--- src/rtl/lowspeed_host.sv ---
// Lowspeed command initiator: serializes opcode+args onto a byte stream, then gathers up to 3 response bytes.
// Latency: first tx byte 1 cycle after accept; tx stalls on tx_ready; response held until resp_ready; rx never stalls.
module lowspeed_host #(
  parameter int unsigned TIMEOUT_CYCLES = 65535
) (
  input  logic        clock,
  input  logic        reset,
  input  logic        cmd_valid_i,
  output logic        cmd_ready_o,
  input  logic [7:0]  cmd_opcode_i,
  input  logic [23:0] cmd_args_i,
  input  logic [1:0]  cmd_resp_len_i,
  output logic [7:0]  tx_data_o,
  output logic        tx_valid_o,
  input  logic        tx_ready_i,
  input  logic [7:0]  rx_data_i,
  input  logic        rx_valid_i,
  output logic        rx_ready_o,
  output logic [23:0] resp_data_o,
  output logic [1:0]  resp_count_o,
  output logic        resp_timeout_o,
  output logic        resp_valid_o,
  input  logic        resp_ready_i,
  output logic        error_timeout_o,
  output logic        error_stray_o
);

  localparam logic [3:0] ST_IDLE = 4'b0001;
  localparam logic [3:0] ST_SEND = 4'b0010;
  localparam logic [3:0] ST_WAIT = 4'b0100;
  localparam logic [3:0] ST_DONE = 4'b1000;

  localparam logic [15:0] TMO_LAST = 16'(TIMEOUT_CYCLES - 1);

  logic [3:0]  state;
  logic [23:0] tx_shift;   // pending argument bytes, next one in [23:16]
  logic [1:0]  tx_left;    // bytes still queued behind the one on tx_data_o
  logic [1:0]  resp_len;
  logic [15:0] tmo_cnt;

  assign cmd_ready_o = (state == ST_IDLE);
  assign rx_ready_o  = 1'b1;

  always_ff @(posedge clock) begin
    if (!reset) begin
      state           <= ST_IDLE;
      tx_shift        <= 24'd0;
      tx_left         <= 2'd0;
      resp_len        <= 2'd0;
      tmo_cnt         <= 16'd0;
      tx_data_o       <= 8'd0;
      tx_valid_o      <= 1'b0;
      resp_data_o     <= 24'd0;
      resp_count_o    <= 2'd0;
      resp_timeout_o  <= 1'b0;
      resp_valid_o    <= 1'b0;
      error_timeout_o <= 1'b0;
      error_stray_o   <= 1'b0;
    end else begin
      if (rx_valid_i && state != ST_WAIT)
        error_stray_o <= 1'b1;

      case (state)
        ST_IDLE: begin
          if (cmd_valid_i) begin
            tx_left        <= cmd_opcode_i[7:6];
            resp_len       <= cmd_resp_len_i;
            tx_data_o      <= cmd_opcode_i;
            tx_valid_o     <= 1'b1;
            resp_data_o    <= 24'd0;
            resp_count_o   <= 2'd0;
            resp_timeout_o <= 1'b0;
            state          <= ST_SEND;
            // Left-justify the used argument bytes so the most significant goes first.
            case (cmd_opcode_i[7:6])
              2'd0:    tx_shift <= 24'd0;
              2'd1:    tx_shift <= {cmd_args_i[7:0], 16'd0};
              2'd2:    tx_shift <= {cmd_args_i[15:0], 8'd0};
              default: tx_shift <= cmd_args_i;
            endcase
          end
        end
        ST_SEND: begin
          if (tx_ready_i) begin
            if (tx_left == 2'd0) begin
              tx_valid_o <= 1'b0;
              tmo_cnt    <= 16'd0;
              if (resp_len == 2'd0) begin
                state        <= ST_DONE;
                resp_valid_o <= 1'b1;
              end else begin
                state <= ST_WAIT;
              end
            end else begin
              tx_data_o <= tx_shift[23:16];
              tx_shift  <= {tx_shift[15:0], 8'd0};
              tx_left   <= tx_left - 2'd1;
            end
          end
        end
        ST_WAIT: begin
          // A byte arriving on the expiry cycle takes priority over the timeout.
          if (rx_valid_i) begin
            case (resp_count_o)
              2'd0:    resp_data_o[7:0]   <= rx_data_i;
              2'd1:    resp_data_o[15:8]  <= rx_data_i;
              default: resp_data_o[23:16] <= rx_data_i;
            endcase
            resp_count_o <= resp_count_o + 2'd1;
            tmo_cnt      <= 16'd0;
            if (resp_count_o + 2'd1 == resp_len) begin
              state        <= ST_DONE;
              resp_valid_o <= 1'b1;
            end
          end else if (tmo_cnt == TMO_LAST) begin
            resp_timeout_o  <= 1'b1;
            error_timeout_o <= 1'b1;
            resp_valid_o    <= 1'b1;
            state           <= ST_DONE;
          end else begin
            tmo_cnt <= tmo_cnt + 16'd1;
          end
        end
        ST_DONE: begin
          if (resp_ready_i) begin
            resp_valid_o <= 1'b0;
            state        <= ST_IDLE;
          end
        end
        default: begin
          tx_valid_o   <= 1'b0;
          resp_valid_o <= 1'b0;
          state        <= ST_IDLE;
        end
      endcase
    end
  end

endmodule

--- config.mk ---
export PLATFORM = sky130hd
export DESIGN_NAME = lowspeed_host
export DESIGN_NICKNAME = d
export VERILOG_FILES = /design/src/rtl/lowspeed_host.sv
export SDC_FILE = /design/constraint.sdc
export NUM_CORES = 1
export LEC_CHECK = 0
export CORE_AREA = 2 2 109 85
export CTS_CLUSTER_SIZE = 40
export DETAILED_ROUTE_END_ITERATION = 8
export DIE_AREA = 0 0 111 87
export PLACE_DENSITY = 0.79
export SLEW_MARGIN = 20
export SYNTH_ARGS = -nofsm -noshare
export SYNTH_HDL_FRONTEND = slang
export SYNTH_SLANG_ARGS = --single-unit
export TNS_END_PERCENT = 30
--- constraint.sdc ---
create_clock -name clock -period 2.3 [get_ports clock]
set_clock_uncertainty 0.15 [all_clocks]
set_input_delay 0.345 -clock clock [delete_from_list [all_inputs] [get_ports clock]]
set_output_delay 0.345 -clock clock [all_outputs]
set_load 0.005 [all_outputs]
# After elaboration in Yosys (flattened, before gate mapping)
# Cells that the tools add are included.
# W data, S select, Z words.
# totals
register_bits	87
latch_bits	0
ramBits	0
mem_bits_ro	0
inputBits	48
out_inout_bits	41
wordCells	119
n_memories	0
# op_classes
addsub	3
mul	0
div	0
order_cmp	0
n_eq_ne	25
n_shift	0
n_mux	51
bitwise_logic	3
n_reduce_logical	22
# op_table
op	n
$mux W24	5
$pmux W24 S2	2
$pmux W24 S3	1
$mux W16	4
$mux W8	6
$mux W4	8
$pmux W16 S2	1
$reduce_and A4 Y1	7
$ne A2 B2 Y1 const B	10
$add A16 B1 Y16 const B	1
$eq A16 B16 Y1 const B	1
$pmux W4 S4	1
$pmux W8 S2	1
$mux W1	12
$mux W2	5
$ne A3 B3 Y1 const B	3
$logic_not A2 Y1	4
$pmux W2 S2	2
$reduce_and A7 Y1	1
$reduce_and A3 Y1	2
$reduce_and A6 Y1	1
$reduce_bool A2 Y1	3
$eq A2 B1 Y1 const B	2
$eq A4 B1 Y1 const B	1
16 further kinds	20

# Depth between registers and ports, before layout
# depth
word_depth	5
ltp_mapped	7
mapped_depth_nobuf	6

# Least setup slack after synthesis
# OpenSTA, ideal clock, no wires.
# synth_timing
path_type	reg2reg
start	reg state[1]
end	reg tx_shift[13]
setup_time_ns	0.132
arrival_time_ns	1.767
setup_slack_ns	0.251
path_stages_with_launch	8
path_buffers	3
synth_period_minus_slack_ns	2.049
path_cell_list	dfxtp_1 -> buf_2 -> or4b_1 -> buf_2 -> o22a_1 -> buf_2 -> a221oi_1 -> nor3_1
# synth_via
elab_chain_len	3
# synth_lines
element	line_no	text
start: declaration	35	logic [3:0] state;
start signal: assignment	46	state <= ST_IDLE;
start signal: assignment	73	state <= ST_SEND;
start signal: assignment	89	state <= ST_DONE;
$eq A4 B2 Y1 / $eq A4 B1 Y1 (equally long branches)	63	case (state)
$ne A2 B2 Y1 (no line) / $reduce_bool A2 Y1 (equally long branches)	--	
$reduce_and A4 Y1 (no line)	--	
end signal: assignment	77	2'd1: tx_shift <= {cmd_args_i[7:0], 16'd0};
end signal: assignment	78	2'd2: tx_shift <= {cmd_args_i[15:0], 8'd0};
end signal: assignment	79	default: tx_shift <= cmd_args_i;
end: declaration	36	logic [23:0] tx_shift;
# Several ways; a longest one is shown, not always the timed one.
# A chain may end at the register's enable or synchronous reset.

# Worst setup path after layout
# layout_timing
start	reg tmo_cnt[0]
end	reg tmo_cnt[14]
# layout_via
elab_chain_len	4
# layout_lines
element	line_no	text
start: declaration	39	logic [15:0] tmo_cnt;
start signal: assignment	121	tmo_cnt <= tmo_cnt + 16'd1;
$add A16 B1 Y16	121	
$mux W16	115	end else if (tmo_cnt == TMO_LAST) begin
$mux W16	103	if (rx_valid_i) begin
$pmux W16 S2	63	
# Several ways; a longest one is shown, not always the timed one. The select of a mux whose other input is x is not followed.

==> reports/qor.yml <==
cts_buffers: 9
yosysWarnings: 0
die-area_um2: 9660
flip_flop_and_latch_count_after_synthesis: 87
floorplan.initialDensity: 0.501
finish.net_count: 625
grt_first_pass_wirelength_um: 18900
htree_levels: 3
finalCritPeriodShare: 0.961
max_freq_mhz: 452
stdcell_count: 688
rsz0062_at_grt: "no"
largest_net_degree_at_the_start_of_global_routing: 36
power.net_switching_uw: 907
synth.avg_cell_area_um2: 8.97
initialDrtViolationCount: 284
die_h_um: 87
cts_buffer_depth: 2
p_seq_frac: 0.429
swShare: 0.242
cellLeakagePower_uw: 0.00222
worst_setup_hold_path_clk_slew_ns: 0.06
final_period_minus_worst_setup_slack_ns: 2.21
area_delta_synth_final_pct: 32.1
yosys.cell_types.count: 65
globalplace.congestion: 0.884
comb_power_share: 0.160
first_global_vias: 3825
globalRoute.totalOverflow: 0
synth.cell_area_um2: 4340
dpl_worst_slack_ns: -0.0158
drt-pass1-iter-count: 5
clock-root-buffer: "sky130_fd_sc_hd__clkbuf_16"
drt_total_wl_um: 11500
synth_sequential_area_ratio: 0.401
routed-via-count: 3940
pwr-share-clk: 0.411
slew_viol_final: 0
n_antenna_cell: 0
ir_worst_vdd_mv: 0.536
ioPinCount: 89
timing.critical_path.to_type: "flip-flop"
dp.cells: 673
fp.coreArea_um2: 8670
cellInternalPower_uw: 2850
place.port_buffers: 87
cells_after_synthesis: 484
grt_antenna_before_repair: 0
tritoncts: "done"
power_density_nw_per_um2: 655
setup_ws_ns: 0.0896
drc: 0
setup-violations-final: 0
syn-num-nets: 537
worst_slew_pin_slew_ns: 0.637
max_slew_margin: 0.574
fill_cells: 696
crit_arrival_ns: 2.31
cts_sinks: 87
critical_path_class: "reg -> reg"
yosys_most_used_dff: "sky130_fd_sc_hd__dfxtp_1"
core.rowCount: 30
clock_latency_on_the_worst_skew_pair_ns: 0.34
synth_edf_count: 0
drive_gt1_frac: 0.135
critical_path.startpoint_type: "flip-flop"
status: "finished clean"
postRouteAntennaNets: 0
hp-class: "reg -> reg"
grtUsageTotal: 0.244
worst-endpoint-required_ns: 2.40
routed_wire_length_per_instance_um: 16.7
post-cts-setup-buffers: 0
detailedPlacementHpwl_um: 8170
die_width_um: 111
finalHoldViolations: 0
async_flop_share: 0
cap_viol_max_count: 0
drt-vias-per-instance: 5.73
cp_max_fo: 7
## per-stage QoR
| step | total power, uW | util | hold slack (ns) | area (um2) | TNS (ns) |
|---|---|---|---|---|---|
| 6_report | 3750 | 0.661 | 0.294 | 5740 | 0 |
| 5_1_grt | 3910 | 0.661 | 0.313 | 5740 | 0 |
| 4_1_cts | 3780 | 0.661 | 0.298 | 5730 | 0 |
| 3_5_place_dp | 2240 | 0.625 | 0.288 | 5420 | -0.0158 |
| 3_3_place_gp | 2220 | 0.625 | 0.289 | 5420 | 0 |
| 2_1_floorplan | 1990 | - | 0.282 | 4340 | 0 |
## power groups by stage
stage                     Combinational (uW)  Sequential, uW  Clock (uW)
after floorplan                          356            1630           0
after global placement                   583            1640           0
after detailed placement                 598            1640           0
after CTS                                602            1610        1570
after global routing                     653            1620        1640
final                                    601            1610        1540
## layout make-up
cell class | instances | area [um2] | share of cell area
clock buffer | 11 | 243 | 0.0423
clock inverter | 4 | 70.1 | 0.0122
inverter | 14 | 52.6 | 0.00916
multi-input combinational | 342 | 2360 | 0.411
sequential | 87 | 1740 | 0.304
tap | 112 | 140 | 0.0244
timing repair buffer | 118 | 1130 | 0.197
## cells by family (layout without fill, tap and decap cells)
group / after synthesis / in the layout / share of synthesized area
AOI/OAI and AO/OA: 116 / 116 / 0.220
xor gates and xnor gates: 3 / 3 / 0.00605
adders and majority gates: 5 / 5 / 0.0144
buffers and inverters: 55 / 147 / 0.0591
DFF: 87 / 87 / 0.401
muxes: 43 / 43 / 0.101
other: 1 / 1 / 0.000863
and+or+nand+nor: 174 / 174 / 0.197
## metal layers
metal  track usage  vias to the layer above  wire, um
met3        0.0814                       13       920
met5             0                        -         0
met4        0.0636                        0       102
li1              -                     1941         -
met2         0.400                      124      5400
met1         0.312                     1862      5040
## critical path, cell delays in order (launching register included)
cell and delay, ns:
sky130_fd_sc_hd__dfxtp_1 0.38, sky130_fd_sc_hd__inv_1 0.10, sky130_fd_sc_hd__ha_1 0.15, sky130_fd_sc_hd__nand4_1 0.13, sky130_fd_sc_hd__or4_4 0.60, sky130_fd_sc_hd__o311a_4 0.37, sky130_fd_sc_hd__a311oi_1 0.25
## cells in the final DEF, fill, tap and decap left out, types with 9 or more instances in the layout
master / count
sky130_fd_sc_hd__dfxtp_1: 86
sky130_fd_sc_hd__clkdlybuf4s50_1: 86
sky130_fd_sc_hd__nor2_1: 66
sky130_fd_sc_hd__nand2_1: 38
sky130_fd_sc_hd__mux2i_1: 35
sky130_fd_sc_hd__buf_4: 29
sky130_fd_sc_hd__o21ai_0: 27
sky130_fd_sc_hd__nor3_1: 14
sky130_fd_sc_hd__inv_1: 13
sky130_fd_sc_hd__a21oi_1: 13
sky130_fd_sc_hd__nand3_1: 13
sky130_fd_sc_hd__and2_1: 9
sky130_fd_sc_hd__a311oi_1: 9
sky130_fd_sc_hd__clkbuf_16: 9
## final timing paths
kind                                 startpoint         endpoint  slack (ns)  cells after the start
worst min-delay path            error_timeout_o  error_timeout_o        0.29                      2
worst min register to register  error_timeout_o  error_timeout_o        0.29                      2
worst max register to register       tmo_cnt[0]      tmo_cnt[14]        0.09                      6
worst max-delay path                 tmo_cnt[0]      tmo_cnt[14]        0.09                      6
## state kept, by name, summed over array words and instances (netlist names), 2 cells and up
signal / flops
state: 4
tx_left: 2
tx_shift: 24
tmo_cnt: 16
resp_len: 2
resp_count_o: 2
tx_data_o: 8
resp_data_o: 24
## repair_timing
item                       4_1_cts  5_1_grt
gates resized for setup          2        2
hold buffers                     0        0
setup endpoints to repair        1        5
## Yosys cell counts, types with 8 or more instances
library cell               number  area, um2
sky130_fd_sc_hd__mux2_2         8       90.1
sky130_fd_sc_hd__and2_1         9       56.3
sky130_fd_sc_hd__buf_2         10       50.1
sky130_fd_sc_hd__a221o_1        8       80.1
sky130_fd_sc_hd__mux2i_1       35        350
sky130_fd_sc_hd__a32oi_1        8       70.1
sky130_fd_sc_hd__nor3_1        14       70.1
sky130_fd_sc_hd__nand3_1       13       65.1
sky130_fd_sc_hd__a221oi_1       8       70.1
sky130_fd_sc_hd__clkbuf_1      20       75.1
sky130_fd_sc_hd__a21oi_1       13       65.1
sky130_fd_sc_hd__inv_1         14       52.6
sky130_fd_sc_hd__nand2_1       38        143
sky130_fd_sc_hd__o21ai_0       27        135
sky130_fd_sc_hd__nor2_1        66        248
sky130_fd_sc_hd__a311oi_1       9       78.8
sky130_fd_sc_hd__dfxtp_1       87       1740
(Power assumes the default switching activity.)
